==> src/rtl/voxel_gpu_sequencer_if.sv <==
// Bus bundle for the voxel GPU sequencer: CSR slave (s1), framebuffer master (m1)
// and the shader-array dispatch / pixel read-back handshake.
interface voxel_gpu_sequencer_if #(
    parameter int PIXEL_BITS = 16,
    parameter int INDEX_BITS = 8
);
    logic [7:0]            s1_address;
    logic                  s1_read;
    logic                  s1_write;
    logic [31:0]           s1_writedata;
    logic [31:0]           s1_readdata;
    logic                  s1_waitrequest;
    logic                  irq;

    logic [31:0]           m1_address;
    logic [PIXEL_BITS-1:0] m1_writedata;
    logic                  m1_write;
    logic                  m1_waitrequest;

    logic                  op_start;
    logic [1:0]            op_code;
    logic [31:0]           op_arg;
    logic                  op_done;
    logic                  op_error;
    logic [INDEX_BITS-1:0] pix_index;
    logic [PIXEL_BITS-1:0] pix_data;

    modport slave (
        input  s1_address, s1_read, s1_write, s1_writedata,
        output s1_readdata, s1_waitrequest, irq,
        output m1_address, m1_writedata, m1_write,
        input  m1_waitrequest,
        output op_start, op_code, op_arg, pix_index,
        input  op_done, op_error, pix_data
    );

    modport master (
        output s1_address, s1_read, s1_write, s1_writedata,
        input  s1_readdata, s1_waitrequest, irq,
        input  m1_address, m1_writedata, m1_write,
        output m1_waitrequest,
        input  op_start, op_code, op_arg, pix_index,
        output op_done, op_error, pix_data
    );
endinterface

==> src/rtl/voxel_gpu_sequencer.sv <==
// Command-queue front end for the voxel GPU: CSR-fed command FIFO, dispatch FSM
// with watchdog, and burst write-back of one shader span to the framebuffer.
module voxel_gpu_sequencer #(
    parameter int H_RESOLUTION   = 320,
    parameter int V_RESOLUTION   = 240,
    parameter int NUM_SHADERS    = 200,
    parameter int PIXEL_BITS     = 16,
    parameter int FIFO_DEPTH     = 8,
    parameter int TIMEOUT_CYCLES = 65535
) (
    input logic             clock,
    input logic             reset_n,
    voxel_gpu_sequencer_if.slave bus
);
    localparam int TOTAL_PIXELS = H_RESOLUTION * V_RESOLUTION;
    localparam int PIXEL_BYTES  = PIXEL_BITS / 8;
    localparam int INDEX_BITS   = $clog2(NUM_SHADERS);
    localparam int COUNT_BITS   = INDEX_BITS + 1;
    localparam int PTR_BITS     = $clog2(FIFO_DEPTH);
    localparam int WD_BITS      = $clog2(TIMEOUT_CYCLES + 1);

    typedef enum logic [2:0] {IDLE, ISSUE, WAIT, WRITEBACK, ERROR} state_t;

    state_t state, state_next;

    logic [1:0]            fifo_op  [FIFO_DEPTH];
    logic [31:0]           fifo_arg [FIFO_DEPTH];
    logic [PTR_BITS:0]     wr_ptr, rd_ptr, level;
    logic                  fifo_full, fifo_empty;
    logic [1:0]            head_op;
    logic [31:0]           head_arg;

    logic                  csr_push, ctrl_write, clear_err, status_read;
    logic                  pop, push_ok, overflow;
    logic                  fault, complete, wd_clear, wd_inc, wb_advance;
    logic [1:0]            fault_code;
    logic                  enter_error, done_set;

    logic [1:0]            cur_op;
    logic [31:0]           cur_arg;
    logic [31:0]           wb_base;
    logic [COUNT_BITS-1:0] wb_count;
    logic [INDEX_BITS-1:0] wb_k;
    logic [WD_BITS-1:0]    wd;
    logic [31:0]           start_pixel;
    logic [31:0]           cmd_count;
    logic [1:0]            err_code;
    logic                  irq_en;
    logic                  done_pending;
    logic [31:0]           remaining;
    logic [COUNT_BITS-1:0] span_count;
    logic [31:0]           status_word;
    logic                  wb_active;

    assign level      = wr_ptr - rd_ptr;
    assign fifo_full  = (level == (PTR_BITS+1)'(FIFO_DEPTH));
    assign fifo_empty = (level == '0);
    assign head_op    = fifo_op[rd_ptr[PTR_BITS-1:0]];
    assign head_arg   = fifo_arg[rd_ptr[PTR_BITS-1:0]];

    assign csr_push    = bus.s1_write && (bus.s1_address[7:2] == 6'd0);
    assign ctrl_write  = bus.s1_write && (bus.s1_address == 8'h0e);
    assign clear_err   = ctrl_write && bus.s1_writedata[0];
    assign status_read = bus.s1_read && (bus.s1_address == 8'h0f);

    // A pop in the same cycle frees the slot, so a push into a full FIFO still lands
    assign pop      = (state == IDLE) && !fifo_empty && !clear_err;
    assign push_ok  = csr_push && !clear_err && (!fifo_full || pop);
    assign overflow = csr_push && fifo_full && !pop && (state != ERROR);

    // Span length is clipped so the burst never runs past the last screen pixel
    assign remaining  = (start_pixel >= 32'(TOTAL_PIXELS)) ? 32'd0 : 32'(TOTAL_PIXELS) - start_pixel;
    assign span_count = (remaining > 32'(NUM_SHADERS)) ? COUNT_BITS'(NUM_SHADERS) : COUNT_BITS'(remaining);

    always_ff @(posedge clock or negedge reset_n) begin
        if (!reset_n) begin
            wr_ptr <= '0;
            rd_ptr <= '0;
        end else if (clear_err) begin
            rd_ptr <= wr_ptr;
        end else begin
            if (push_ok) wr_ptr <= wr_ptr + (PTR_BITS+1)'(1);
            if (pop)     rd_ptr <= rd_ptr + (PTR_BITS+1)'(1);
        end
    end

    always_ff @(posedge clock) begin
        if (push_ok) begin
            fifo_op[wr_ptr[PTR_BITS-1:0]]  <= bus.s1_address[1:0];
            fifo_arg[wr_ptr[PTR_BITS-1:0]] <= bus.s1_writedata;
        end
    end

    always_ff @(posedge clock or negedge reset_n) begin
        if (!reset_n) state <= IDLE;
        else          state <= state_next;
    end

    always_comb begin
        state_next = state;
        fault      = 1'b0;
        fault_code = 2'd0;
        complete   = 1'b0;
        wd_clear   = 1'b0;
        wd_inc     = 1'b0;
        wb_advance = 1'b0;
        case (state)
            IDLE: begin
                if (pop) state_next = (head_op == 2'd2) ? WRITEBACK : ISSUE;
            end
            ISSUE: begin
                state_next = WAIT;
                wd_clear   = 1'b1;
            end
            WAIT: begin
                if (bus.op_error) begin
                    fault      = 1'b1;
                    fault_code = 2'd1;
                end else if (bus.op_done) begin
                    complete   = 1'b1;
                    state_next = IDLE;
                end else if (wd == WD_BITS'(TIMEOUT_CYCLES - 1)) begin
                    fault      = 1'b1;
                    fault_code = 2'd3;
                end else begin
                    wd_inc = 1'b1;
                end
            end
            WRITEBACK: begin
                if (wb_count == '0) begin
                    complete   = 1'b1;
                    state_next = IDLE;
                end else if (!bus.m1_waitrequest) begin
                    wd_clear = 1'b1;
                    if ({1'b0, wb_k} == wb_count - COUNT_BITS'(1)) begin
                        complete   = 1'b1;
                        state_next = IDLE;
                    end else begin
                        wb_advance = 1'b1;
                    end
                end else if (wd == WD_BITS'(TIMEOUT_CYCLES - 1)) begin
                    fault      = 1'b1;
                    fault_code = 2'd3;
                end else begin
                    wd_inc = 1'b1;
                end
            end
            ERROR: state_next = ERROR;
            default: state_next = IDLE;
        endcase
        if (fault) state_next = ERROR;
        if (overflow) begin
            state_next = ERROR;
            fault_code = 2'd2;
        end
        if (clear_err) state_next = IDLE;
    end

    assign enter_error = (state_next == ERROR) && (state != ERROR);
    assign done_set    = enter_error ||
                         (complete && (state_next == IDLE) && fifo_empty && !push_ok);

    always_ff @(posedge clock or negedge reset_n) begin
        if (!reset_n) begin
            cur_op       <= 2'd0;
            cur_arg      <= '0;
            wb_base      <= '0;
            wb_count     <= '0;
            wb_k         <= '0;
            wd           <= '0;
            start_pixel  <= '0;
            cmd_count    <= '0;
            err_code     <= 2'd0;
            irq_en       <= 1'b0;
            done_pending <= 1'b0;
        end else begin
            if (pop) begin
                cur_op  <= head_op;
                cur_arg <= head_arg;
                if (head_op == 2'd3) start_pixel <= head_arg;
                if (head_op == 2'd2) begin
                    wb_base  <= head_arg;
                    wb_count <= span_count;
                    wb_k     <= '0;
                end
            end
            if (wb_advance) wb_k <= wb_k + INDEX_BITS'(1);
            if (wd_clear || pop) wd <= '0;
            else if (wd_inc)     wd <= wd + WD_BITS'(1);
            if (complete) cmd_count <= cmd_count + 32'd1;
            if (clear_err)        err_code <= 2'd0;
            else if (enter_error) err_code <= fault_code;
            if (ctrl_write) irq_en <= bus.s1_writedata[1];
            if (done_set)         done_pending <= 1'b1;
            else if (status_read) done_pending <= 1'b0;
        end
    end

    assign status_word = {15'd0, done_pending, 8'(level), 4'd0, err_code,
                          (state == ERROR), ((state != IDLE) || !fifo_empty)};

    always_comb begin
        bus.s1_readdata = '0;
        case (bus.s1_address)
            8'h0f:   bus.s1_readdata = status_word;
            8'h10:   bus.s1_readdata = cmd_count;
            8'h11:   bus.s1_readdata = start_pixel;
            default: bus.s1_readdata = '0;
        endcase
    end

    // Burst outputs decode straight from state so an async reset drops m1_write at once
    assign wb_active          = (state == WRITEBACK) && (wb_count != '0);
    assign bus.m1_write       = wb_active;
    assign bus.m1_address     = wb_active ? wb_base + (start_pixel + 32'(wb_k)) * 32'(PIXEL_BYTES) : '0;
    assign bus.m1_writedata   = wb_active ? bus.pix_data : '0;
    assign bus.pix_index      = wb_active ? wb_k : '0;

    assign bus.op_start       = (state == ISSUE);
    assign bus.op_code        = (state == ISSUE) ? cur_op : 2'd0;
    assign bus.op_arg         = (state == ISSUE) ? cur_arg : '0;

    assign bus.s1_waitrequest = 1'b0;
    assign bus.irq            = irq_en && (done_pending || (state == ERROR));
endmodule

==> src/flat_wrapper.sv <==
// flat-port wrapper written by rule: the top's interface ports become plain ports
module voxel_gpu_sequencer_flat 
#(
    parameter int H_RESOLUTION   = 320,
    parameter int V_RESOLUTION   = 240,
    parameter int NUM_SHADERS    = 200,
    parameter int PIXEL_BITS     = 16,
    parameter int FIFO_DEPTH     = 8,
    parameter int TIMEOUT_CYCLES = 65535
)
  (clock, reset_n, bus_s1_address, bus_s1_read, bus_s1_write, bus_s1_writedata, bus_s1_readdata, bus_s1_waitrequest, bus_irq, bus_m1_address, bus_m1_writedata, bus_m1_write, bus_m1_waitrequest, bus_op_start, bus_op_code, bus_op_arg, bus_pix_index, bus_op_done, bus_op_error, bus_pix_data);
  voxel_gpu_sequencer_if #(.PIXEL_BITS(PIXEL_BITS), .INDEX_BITS(8)) bus_i ();
  input logic clock;
  input logic reset_n;
  input wire logic [$bits(bus_i.s1_address)-1:0] bus_s1_address;
  input wire logic [$bits(bus_i.s1_read)-1:0] bus_s1_read;
  input wire logic [$bits(bus_i.s1_write)-1:0] bus_s1_write;
  input wire logic [$bits(bus_i.s1_writedata)-1:0] bus_s1_writedata;
  output wire logic [$bits(bus_i.s1_readdata)-1:0] bus_s1_readdata;
  output wire logic [$bits(bus_i.s1_waitrequest)-1:0] bus_s1_waitrequest;
  output wire logic [$bits(bus_i.irq)-1:0] bus_irq;
  output wire logic [$bits(bus_i.m1_address)-1:0] bus_m1_address;
  output wire logic [$bits(bus_i.m1_writedata)-1:0] bus_m1_writedata;
  output wire logic [$bits(bus_i.m1_write)-1:0] bus_m1_write;
  input wire logic [$bits(bus_i.m1_waitrequest)-1:0] bus_m1_waitrequest;
  output wire logic [$bits(bus_i.op_start)-1:0] bus_op_start;
  output wire logic [$bits(bus_i.op_code)-1:0] bus_op_code;
  output wire logic [$bits(bus_i.op_arg)-1:0] bus_op_arg;
  output wire logic [$bits(bus_i.pix_index)-1:0] bus_pix_index;
  input wire logic [$bits(bus_i.op_done)-1:0] bus_op_done;
  input wire logic [$bits(bus_i.op_error)-1:0] bus_op_error;
  input wire logic [$bits(bus_i.pix_data)-1:0] bus_pix_data;
  assign bus_i.s1_address = bus_s1_address;
  assign bus_i.s1_read = bus_s1_read;
  assign bus_i.s1_write = bus_s1_write;
  assign bus_i.s1_writedata = bus_s1_writedata;
  assign bus_s1_readdata = bus_i.s1_readdata;
  assign bus_s1_waitrequest = bus_i.s1_waitrequest;
  assign bus_irq = bus_i.irq;
  assign bus_m1_address = bus_i.m1_address;
  assign bus_m1_writedata = bus_i.m1_writedata;
  assign bus_m1_write = bus_i.m1_write;
  assign bus_i.m1_waitrequest = bus_m1_waitrequest;
  assign bus_op_start = bus_i.op_start;
  assign bus_op_code = bus_i.op_code;
  assign bus_op_arg = bus_i.op_arg;
  assign bus_pix_index = bus_i.pix_index;
  assign bus_i.op_done = bus_op_done;
  assign bus_i.op_error = bus_op_error;
  assign bus_i.pix_data = bus_pix_data;
  voxel_gpu_sequencer #(.H_RESOLUTION(H_RESOLUTION), .V_RESOLUTION(V_RESOLUTION), .NUM_SHADERS(NUM_SHADERS), .PIXEL_BITS(PIXEL_BITS), .FIFO_DEPTH(FIFO_DEPTH), .TIMEOUT_CYCLES(TIMEOUT_CYCLES)) u_core (.clock(clock), .reset_n(reset_n), .bus(bus_i));
endmodule
==> config.mk <==
export PLATFORM = sky130hd
export DESIGN_NAME = voxel_gpu_sequencer_flat
export DESIGN_NICKNAME = d
export VERILOG_FILES = /design/src/rtl/voxel_gpu_sequencer_if.sv /design/src/rtl/voxel_gpu_sequencer.sv /design/src/flat_wrapper.sv
export SDC_FILE = /design/constraint.sdc
export NUM_CORES = 1
export LEC_CHECK = 0
export CORE_UTILIZATION = 45
export CTS_BUF_LIST = sky130_fd_sc_hd__clkbuf_8
export CTS_CLUSTER_DIAMETER = 30
export DETAILED_ROUTE_END_ITERATION = 8
export GPL_ROUTABILITY_DRIVEN = 0
export PLACE_DENSITY = 0.74
export SLEW_MARGIN = 0
export SYNTH_ARGS = -nofsm -noshare
export SYNTH_HDL_FRONTEND = slang
export SYNTH_SLANG_ARGS = --single-unit
==> constraint.sdc <==
create_clock -name clock -period 7.9 [get_ports clock]
set_clock_uncertainty 0.15 [all_clocks]
set_input_delay 1.185 -clock clock [delete_from_list [all_inputs] [get_ports clock]]
set_output_delay 1.185 -clock clock [all_outputs]
set_load 0.02 [all_outputs]
Yosys cells after proc, flatten, opt, wreduce, memory -nomap -nowiden:

Memories as Yosys holds them, arrays and structs flattened.
Cells that the tools add are included.

* equality and inequality tests: 15
* order comparisons: 2
* reduce and logical (&&, ||, !) cells: 44
* multiplexer cells: 64
* bitwise gates (word level): 1
* add/subtract/negate cells: 10

Operator list (count)
* $mux W32: 3
* $pmux W32 S3: 1
* $mux W16: 3
* $add A32 B1 Y32 const B: 1
* $add A32 B32 Y32: 1
* $ge A32 B17 Y1 const B: 1
* $gt A32 B8 Y1 const B: 1
* $mux W8: 4
* $sub A17 B32 Y32 const A: 1
* $add A31 B8 Y31: 1
* $mux W3: 9
* $mux W1: 25
* $mux W2: 10
* $logic_and A1 B1 Y1: 17
* $add A16 B1 Y16 const B: 1
* $eq A16 B16 Y1 const B: 1
* $eq A8 B4 Y1 const B: 2
* $eq A8 B5 Y1 const B: 2
* $pmux W3 S5: 1
* $reduce_bool A2 Y1: 6
* $eq A8 B9 Y1: 1
* $logic_not A9 Y1: 1
* $mux W9: 1
* $reduce_bool A9 Y1: 1
* other kinds (21): 41

* output and inout bits: 126
* RAM bits: 272
* flip-flop bits (word level): 178
* memories kept: 2
* bits of input ports: 63

Memories
* u_core.fifo_arg: words 8, width 32, rd ports 1, clocked after memory_dff 0, write ports 1, RTL line voxel_gpu_sequencer.sv:27 `logic [31:0] fifo_arg [FIFO_DEPTH];`
* u_core.fifo_op: words 8, width 2, rd ports 1, clocked after memory_dff 0, write ports 1, RTL line voxel_gpu_sequencer.sv:26 `logic [1:0] fifo_op [FIFO_DEPTH];`

Depth between registers and ports, before layout:

Gate-level depths: netlist of the first run.

* depth in word-level cells: 16
* depth in mapped cells: 19
* gate-level depth less buffers: 18

Least setup slack after synthesis of the first run:

No wires, ideal clock.

* path type: register -> register
* from: register u_core.rd_ptr[1]
* to: memory u_core.fifo_arg[2][0], enable pin
* arrival time: 5.748 ns
* path buffers: 4
* path slack: 1.528 ns
* cell stages (with the launch flop): 14
* cell sequence: dfrtp_1 clkbuf_1 clkbuf_1 clkbuf_1 inv_1 fa_1 xor2_1 or3b_1 o31a_1 buf_2 nand2_1 a21oi_1 nand2_1 nor3b_1

* cells in the longest elaborated chain, start to end: 9
* elaborated cells on any way between the ends: 11
* classes of those cells: add/sub (1); eq/ne (1); mux (2); reduce/logical (7)

Ends and longest elaborated chain
* from (decl): RTL line voxel_gpu_sequencer.sv:28 `logic [PTR_BITS:0] wr_ptr, rd_ptr, level;`
* from (signal assigned): RTL line voxel_gpu_sequencer.sv:80 `rd_ptr <= wr_ptr;`
* from (signal assigned): RTL line voxel_gpu_sequencer.sv:83 `if (pop) rd_ptr <= rd_ptr + (PTR_BITS+1)'(1);`
* $sub A4 B4 Y4 (*): RTL line voxel_gpu_sequencer.sv:55 `assign level = wr_ptr - rd_ptr;`
* $logic_not A4 Y1: RTL line voxel_gpu_sequencer.sv:57 `assign fifo_empty = (level == '0);`
* $logic_not A1 Y1: RTL line voxel_gpu_sequencer.sv:67 `assign pop = (state == IDLE) && !fifo_empty && !clear_err;`
* $logic_and A1 B1 Y1 (2 in series): RTL line voxel_gpu_sequencer.sv:67
* $logic_or A1 B1 Y1 (*): RTL line voxel_gpu_sequencer.sv:68 `assign push_ok = csr_push && !clear_err && (!fifo_full || pop);`
* $logic_and A1 B1 Y1 (*): RTL line voxel_gpu_sequencer.sv:68
* $mux W1 (*): RTL line voxel_gpu_sequencer.sv:88 `if (push_ok) begin`
* $mux W1 (implied by the code) (*): RTL line voxel_gpu_sequencer.sv:90 `fifo_arg[wr_ptr[PTR_BITS-1:0]] <= bus.s1_writedata;`
* to (decl): RTL line voxel_gpu_sequencer.sv:27

Mark *: on every way between the ends. The rest lies on a longest branch, timed or not.

Worst setup path in the final report of the first run:

* from: register u_core.start_pixel[0]
* to: output port bus_m1_address[31]

* cells in the longest elaborated chain, start to end: 3

Ends and longest elaborated chain
* from (decl): RTL line voxel_gpu_sequencer.sv:45 `logic [31:0] start_pixel;`
* from (signal assigned): RTL line voxel_gpu_sequencer.sv:180 `if (head_op == 2'd3) start_pixel <= head_arg;`
* $add A31 B8 Y31: RTL line voxel_gpu_sequencer.sv:215 `assign bus.m1_address = wb_active ? wb_base + (start_pixel + 32'(wb_k)) * 32'(PIXEL_BYTES) : '0;`
* $add A32 B32 Y32: RTL line voxel_gpu_sequencer.sv:215
* $mux W32: RTL line voxel_gpu_sequencer.sv:215
* to (decl): RTL line flat_wrapper.sv:22 `output wire logic [$bits(bus_i.m1_address)-1:0] bus_m1_address;`

No other way between the ends.

==> results of run 1 <==
[flip-flops by register name, summed over array words and instances (netlist names)]
name / flops
u_core.wb_count: 9
u_core.wr_ptr: 4
u_core.cur_op: 2
u_core.err_code: 2
u_core.rd_ptr: 4
u_core.cur_arg: 32
u_core.state: 3
u_core.fifo_arg: 256
u_core.wd: 16
u_core.fifo_op: 16
u_core.done_pending: 1
u_core.wb_k: 8
u_core.cmd_count: 32
u_core.wb_base: 32
u_core.start_pixel: 32
u_core.irq_en: 1
[routing by layer]
layer	up-vias	track usage, %	share of wire [%]	wire length, µm
met5	-	0	0.084	49
li1	7202	-	-	-
met4	8	8.17	2.5	1460
met2	624	38.1	48	28100
met3	114	4.55	7.5	4370
met1	7884	31.8	42	24500
[power by group]
| group | internal, mW | switching (mW) |
|---|---|---|
| clock | 1.69 | 1.08 |
| combinational | 1.55 | 2.28 |
| sequential | 2.82 | 0.441 |
[metrics by stage]
step	hold slack [ns]	utilization (%)
finish	0.314	55.7
global route	0.336	55.7
floorplan	0.287	-
global placement	0.311	51.2
detailed placement	0.309	51.2
CTS	0.320	55.7
[kinds of logic (layout without fill, tap and decap cells)]
| group | Yosys count | after routing | synth area share (%) |
|---|---|---|---|
| compound gates | 236 | 236 | 7.19 |
| mux | 128 | 128 | 9.82 |
| xor+xnor | 119 | 119 | 4.70 |
| buf+inv | 134 | 417 | 2.57 |
| simple gates | 727 | 727 | 15.7 |
| fa+ha+maj | 52 | 52 | 3.04 |
| flops | 450 | 450 | 56.9 |
| other cells | 1 | 3 | 0.0169 |
[cells in the final DEF, fill, tap and decap left out, types with 46 or more instances in the layout]
cell / count
a31oi_1: 47
and2_1: 48
and3_1: 69
clkbuf_8: 104
clkdlybuf4s50_1: 185
dfrtp_1: 176
edfxtp_1: 272
ha_1: 49
mux4_2: 68
nand2_1: 276
nor2_1: 153
o21ai_0: 46
xnor2_1: 68
xor2_1: 51
[cell type report]
cell class                      instances  area [µm²]
Fill cell                            3931       21300
Clock buffer                          104        1430
Timing Repair Buffer                  212        2060
Inverter                               32         120
Clock inverter                         69         741
Multi-Input combinational cell       1263        9030
Tap cell                              656         821
Antenna cell                            2        5.00
Sequential cell                       450       12600
[how the worst max path moves through the flow]
stage	from	endpoint	slack, ns	cells past startpoint
after global routing	u_core.start_pixel[0]$_DFFE_PN0P_	bus_m1_address[31]	0.07	18
after CTS	u_core.start_pixel[0]$_DFFE_PN0P_	bus_m1_address[31]	0.23	18
after global placement	u_core.start_pixel[0]$_DFFE_PN0P_	bus_m1_address[31]	0.99	18
after detailed placement	u_core.start_pixel[0]$_DFFE_PN0P_	bus_m1_address[31]	0.95	18
final	u_core.start_pixel[0]$_DFFE_PN0P_	bus_m1_address[31]	0.51	18
after floorplan	u_core.rd_ptr[1]$_DFFE_PN0P_	u_core.fifo_arg[2][0]$_DFFE_PP_	1.53	13
[critical path, cell delays in order, from the launching register on]
cell	delay (ns)
dfrtp_1	0.47
ha_1	0.27
fa_1	0.40
a21oi_1	0.20
o21ai_0	0.16
a2111oi_2	0.40
or3_1	0.34
nor2_1	0.10
xor2_1	0.16
ha_1	0.36
and4_1	0.26
and3_1	0.20
a221o_1	0.35
a211oi_1	0.25
a31oi_1	0.22
a221oi_1	0.38
xnor2_1	0.12
nor2_1	0.13
clkdlybuf4s50_1	0.62
[timing repair]
| action | in CTS | in global routing |
|---|---|---|
| gates resized for setup | 0 | 2 |
| hold endpoints to repair | 0 | 0 |
| endpoints found under the setup margin | 0 | 2 |
==> run summary, run 1 <==
The root buffer selected by CTS was clkbuf_8. Counting flops and latches in the post-synthesis netlist gives 450. The logs give 0 for the max capacitance violation total and 2167 for the number of nets in the layout. The finished cells cover 26800 µm². For this design the top-level I/O count stands at 189. The detailed router finished its first iteration with 1424 violations. For the final routed wirelength across all metal layers, the log shows 58500 µm.

The number of global-route vias before repair was 15800; the synthesized cell area was 22200 µm². For the number of antenna violations at the first check in global routing, the log shows 6. The tools report the total count of max-transition violations in the final report as 0. Sorting the synthesized cells by area gives the leading types as edfxtp_1 (37%), dfrtp_1 (20%), mux4_2 (6.9%). The tools report the post-synthesis sequential area ratio as 56.9%.

By startpoint and endpoint, the worst setup path is classified as reg -> out. The clock reaches the later pin of the worst-skew pair after 0.67 ns. By count the netlist is led by nand2_1 (276), edfxtp_1 (272), dfrtp_1 (178).

The run gives 30.3% as the worst slew margin relative to its limit. The tools report the count of buffers added by post-CTS timing repair for setup as 0. Across all setup checks in the final design, the least slack found is 0.506 ns. The largest total area in the synthesized netlist belongs to edfxtp_1. The tools report the upper clock frequency limit as 0.135 GHz. Among all cell types in the netlist, the one instantiated most often is nand2_1. The data arrival time of the worst path is 6.06 ns.

The worst hold path terminates at u_core.wb_base[0]$_DFFE_PN0P_. The area growth from synthesis to final layout is 21.1%, and the number of flops mapped to enable cells by yosys is 272. The share of final-layout standard cells stronger than drive strength 1 is 15.0%. Setup repair after global routing left no endpoint under its margin.

TritonCTS built the clock tree. The total power after layout is 9.86 mW, and the count of non-filler cells in the finished layout is 2788. The transition at the pin with the smallest max-transition slack is 1.05 ns, and the total routing resource utilization after global routing is 23.6%.

For this configuration, the core starts out at a cell density of 46.0%. Dividing the final minimum period by the clock period gives 93.6%. After detailed placement, the total cell area comes to 24600 µm².

For this design the static power due to leakage is 10.5 nW. The run finished with clean final reports. During placement, the flow inserted port buffers numbering 187. The run gives 0 as the post-detailed-route count of antenna-violating nets. The average instance area after synthesis came out at 12.0 µm².

The die is 224 µm tall. The main flop type after synthesis was edfxtp_1. Counting distinct cell types in the post-synthesis netlist gives 78.

After floorplanning, the core was divided into 80 placement rows. The tools report the total placed cells including tap cells as 2613. Along the worst hold path, the cell count comes to 2.

The worst register-to-register path ends at u_core.fifo_arg[6][0]$_DFFE_PP_. The reg-to-reg startpoint is u_core.rd_ptr[1]$_DFFE_PN0P_. Number of warnings printed during yosys synthesis: 0.

In this run the power density over the cells is 368 nW/µm². After clock tree synthesis, the clock-pin slew on the worst setup and hold paths is 0.06 ns. Before CTS, the worst setup slack after placement is 0.949 ns.

For the full die area, the log shows 50100 µm². The total number of H-tree levels was 3. Measured in cells, the most critical reg-to-reg path has a length of 11. Top cell type's share of synthesized area: 36.9%. After clock tree synthesis, the flow added hold-fix buffers numbering 0.

For the number of failing hold endpoints at the final stage, the log shows 0. In the final routed layout, each cell accounts on average for 21.0 µm. The nature of the critical path startpoint was a flop.

The tools report the final number of setup-violating endpoints as 0. The clock drives 450 sinks. Setup total negative slack on the finished layout was measured at 0 ns. The worst IR drop on VDD was 0.230 mV. The maximum fanout count along the critical path was 9; the number of iterations in the first detailed-routing pass was 5.

The largest net degree at the start of global routing was 72. Via density per instance: 5.68. Across all register-to-register paths, the minimum setup slack is 2.49 ns. The first global-routing pass estimated 90300 µm of wire.

STA puts the critical path data required time at 6.57 ns. The tools report the number of buffers inserted during clock tree synthesis as 93. The startpoint of the lowest-slack hold path was u_core.wb_base[0]$_DFFE_PN0P_. Detailed routing inserted a total of 15800 vias. From left edge to right edge, the die measures 224 µm. In this run the standard cell core region covers 48100 µm².

After technology mapping, the gate count stands at 1847. The worst path needs 7.39 ns of the cycle, external delays included. In this run the worst hold path is classified as reg -> reg. The DRC violation count after routing was 0.

Of all flip-flops after synthesis, the portion carrying an async set or reset was 39.6%. The HPWL after detailed placement is 38800 µm. The clock passes through at most 3 buffers. After global routing the overflow that remains totals 0. The tools report the critical path endpoint category as an output pin. The tools report the synthesized netlist net count as 1962.
No activity file was read; power rests on OpenSTA's default activity.
==> run 2, diff against run 1 <==
Clock period 7.9 ns to 8.2 ns, I/O delays scaled along.
==> run 2 against run 1 <==
  * Critical path depth did not move
  * Critical endpoint is now bus_m1_address[29]
  * Worst hold slack improved by 0.013 ns
  * Clock power fell by 14%
==> run summary, run 2 (synthesized netlist as in run 1, its figures left out) <==
Relative to the synthesized area, the layout overhead comes to 19.8%. The transition at the pin with the smallest max-transition slack came out at 1.04 ns. Setup repair after global routing left no endpoint under its margin.

In this design, the critical path's most frequently occurring cell is and3_1. After detailed routing, the average wire length per cell comes to 20.9 µm. The full die area was 50100 µm²; the overall die height was 224 µm. The tools report the clock latency at the later pin of the worst-skew pair as 0.64 ns. STA classifies the critical path startpoint as a flop. Effective utilization at floorplan: 46.0%.

The H-tree was split into 3 levels. The standard cell with the maximum stage delay on the critical path is clkdlybuf4s50_1. The number of antenna violations at the first check in global routing is 4. The number of global-route vias before repair is 15700. Leaving out fill and tap cells, the most frequent cells in the layout are nand2_1 (275), edfxtp_1 (272), clkdlybuf4s50_1 (185). In this run the remaining antenna-violating nets after routing total 0.

The total placed cells including tap cells was 2613; the flip-flop count of the largest register, all copies and words added was 256. The final number of setup-violating endpoints was 0; the count of non-filler cells in the finished layout was 2773. The die is 224 µm wide. TritonCTS built the clock tree. The clock transition at the register clock pins on the worst setup and hold paths after CTS is 0.06 ns, and the number of sinks driven by the clock tree is 450. Measured against its own limit, the worst slew margin works out to 30.5%. The maximum fanout count along the critical path was 9.

In this run the static leakage power is 10.3 nW. Data on the critical path is required at its endpoint by 6.82 ns. Entering global routing, the biggest net connects 71 pins. Buffers inserted during clock tree synthesis total 85.

The via density per instance came out at 5.67. Grouping stages by cell kind, the critical path spends the most delay in simple AND/OR/NAND/NOR gates. The stage delay of the slowest cell on the critical path is 0.68 ns, and the max capacitance violation total is 0. For the number of iterations in the first detailed-routing pass, the log shows 6. The routed layout has 15700 vias. Once layout is done, the placed cells without fillers occupy 26600 µm².

The total count of max-transition violations in the final report is 0, and the count of input and output buffers is 187. Summing all placed instances gives a cell area of 24700 µm². After detailed routing, the number of remaining DRC violations is 0. In the final layout, the share of cells above drive strength 1 is 14.3%.

For this block, the routed nets add up to 57900 µm of wire. The first global-routing pass estimated 89400 µm of wire. STA classifies the critical path endpoint as an output pin. The share of the clock period used by the worst path is 93.3%, and the minimum clock period after layout is 7.65 ns.

In this run, the number of DRC markers left after iteration 0 of detailed routing was 1389. The logs give 2159 for the number of nets in the layout and 23.3% for the total routing resource utilization after global routing. The floorplan step defined a core boundary enclosing 48100 µm². Leaving out fill and tap cells, the most frequent cell in the layout is nand2_1. Derived from the worst setup path, the maximum achievable clock frequency is 0.131 GHz. The cell sitting at the root of the clock tree is a clkbuf_8. The logs give 6.27 ns for the data arrival time of the worst path and 3954 for the filler cell count. Site row count: 80. The total buffers and inverters traversed by the critical path came out at 1. Type of the tightest min-delay check: reg -> reg.

The run finished with clean final reports. The signal on the critical path passes through ha_1 > fa_1 > a21oi_1 > o21ai_0 > a2111oi_1 > or3_1 > nor2_1 > xor2_1 > ha_1 > and4_1 > and3_1 > and3_1 > o211ai_1 > a31oi_1 > o21ai_0 > and3_1 > nor3_1 > clkdlybuf4s50_1. In this run the deepest clock path goes through 3 buffers. VDD sags by at most 0.215 mV. After global routing the overflow that remains totals 0.

The setup path with the least slack is of type reg -> out. For this design, the CTS-stage hold fixing added 0 buffers. Final HPWL from detailed placement: 38700 µm. The logs give 0 for the number of failing hold endpoints at the final stage and 189 for the total I/O pin count.

The sum of negative setup slack came out at 0 ns. For this design the ratio of total power to cell area is 346 nW/µm².
## run 2: cell types whose count changed in the layout (fill, tap and decap cells not counted)
cell	before	now
clkbuf_8	104	93
bufinv_16	14	10
clkinvlp_4	11	7
inv_6	0	3
inv_8	3	0
inv_1	44	46
inv_12	0	2
a2111oi_1	0	1
a2111oi_2	2	1
nand2_1	276	275
nand2_2	1	2
## run 2: timing repair
item / in CTS / in global routing
setup buffers: 0 / 0
gates resized for setup: 0 / 1
endpoints found under the setup margin: 0 / 1
## run 2: path summary, 6_finish.rpt
kind,start,endpoint,slack [ns],depth (start not counted)
max reg2reg,u_core.rd_ptr[2]$_DFFE_PN0P_,u_core.fifo_op[4][0]$_DFFE_PP_,2.80,11
max,u_core.start_pixel[0]$_DFFE_PN0P_,bus_m1_address[29],0.55,18
max in group asynchronous,reset_n,u_core.rd_ptr[0]$_DFFE_PN0P_,6.13,2
min reg2reg,u_core.wb_base[0]$_DFFE_PN0P_,u_core.wb_base[0]$_DFFE_PN0P_,0.33,2
min,u_core.wb_base[0]$_DFFE_PN0P_,u_core.wb_base[0]$_DFFE_PN0P_,0.33,2
min in group asynchronous,reset_n,u_core.wb_k[3]$_DFFE_PN0P_,0.40,1
## run 2: per-layer routing
layer  vias to the layer above  part of all wire (%)  track usage [%]
met2                       654                    48             37.6
met1                      7769                    42             31.6
met3                       110                   7.8             4.38
met5                         -                 0.054                0
met4                         4                   2.6             8.00
li1                       7177                     -                -
## run 2: layout make-up
| class | instances | area (µm²) | share of cell area (%) |
|---|---|---|---|
| antenna | 2 | 5.00 | 0.0188 |
| sequential | 450 | 12600 | 47.5 |
| clock buffer | 93 | 1280 | 4.82 |
| tap | 656 | 821 | 3.09 |
| multi-input combinational | 1263 | 9030 | 34.0 |
| clock inverter | 65 | 623 | 2.35 |
| timing repair buffer | 212 | 2060 | 7.74 |
| inverter | 32 | 120 | 0.452 |
## run 2: where the power goes
part	internal (mW)	switching, mW	leakage (nW)
Sequential	2.72	0.409	4.70
Clock	1.39	0.986	1.02
Combinational	1.50	2.20	4.63
## run 2: through the flow
stage / utilization [%] / setup slack [ns] / power [mW] / hold slack (ns)
final: 55.2 / 0.550 / 9.20 / 0.328
after global routing: 55.2 / 0.0757 / 9.72 / 0.356
after CTS: 55.2 / 0.415 / 9.22 / 0.330
after detailed placement: 51.2 / 1.11 / 6.82 / 0.316
after global placement: 51.2 / 1.18 / 6.73 / 0.311
after floorplan: - / 1.83 / 5.66 / 0.287
## run 2: worst reg2reg max path: cells and delay by family (launching register included)
| kind | cells | cell delay, ns |
|---|---|---|
| xor+xnor | 1 | 0.33 |
| fa+ha+maj | 1 | 0.50 |
| buf+inv | 3 | 1.54 |
| compound gates | 2 | 0.94 |
| simple gates | 4 | 1.23 |
| flops | 1 | 0.33 |
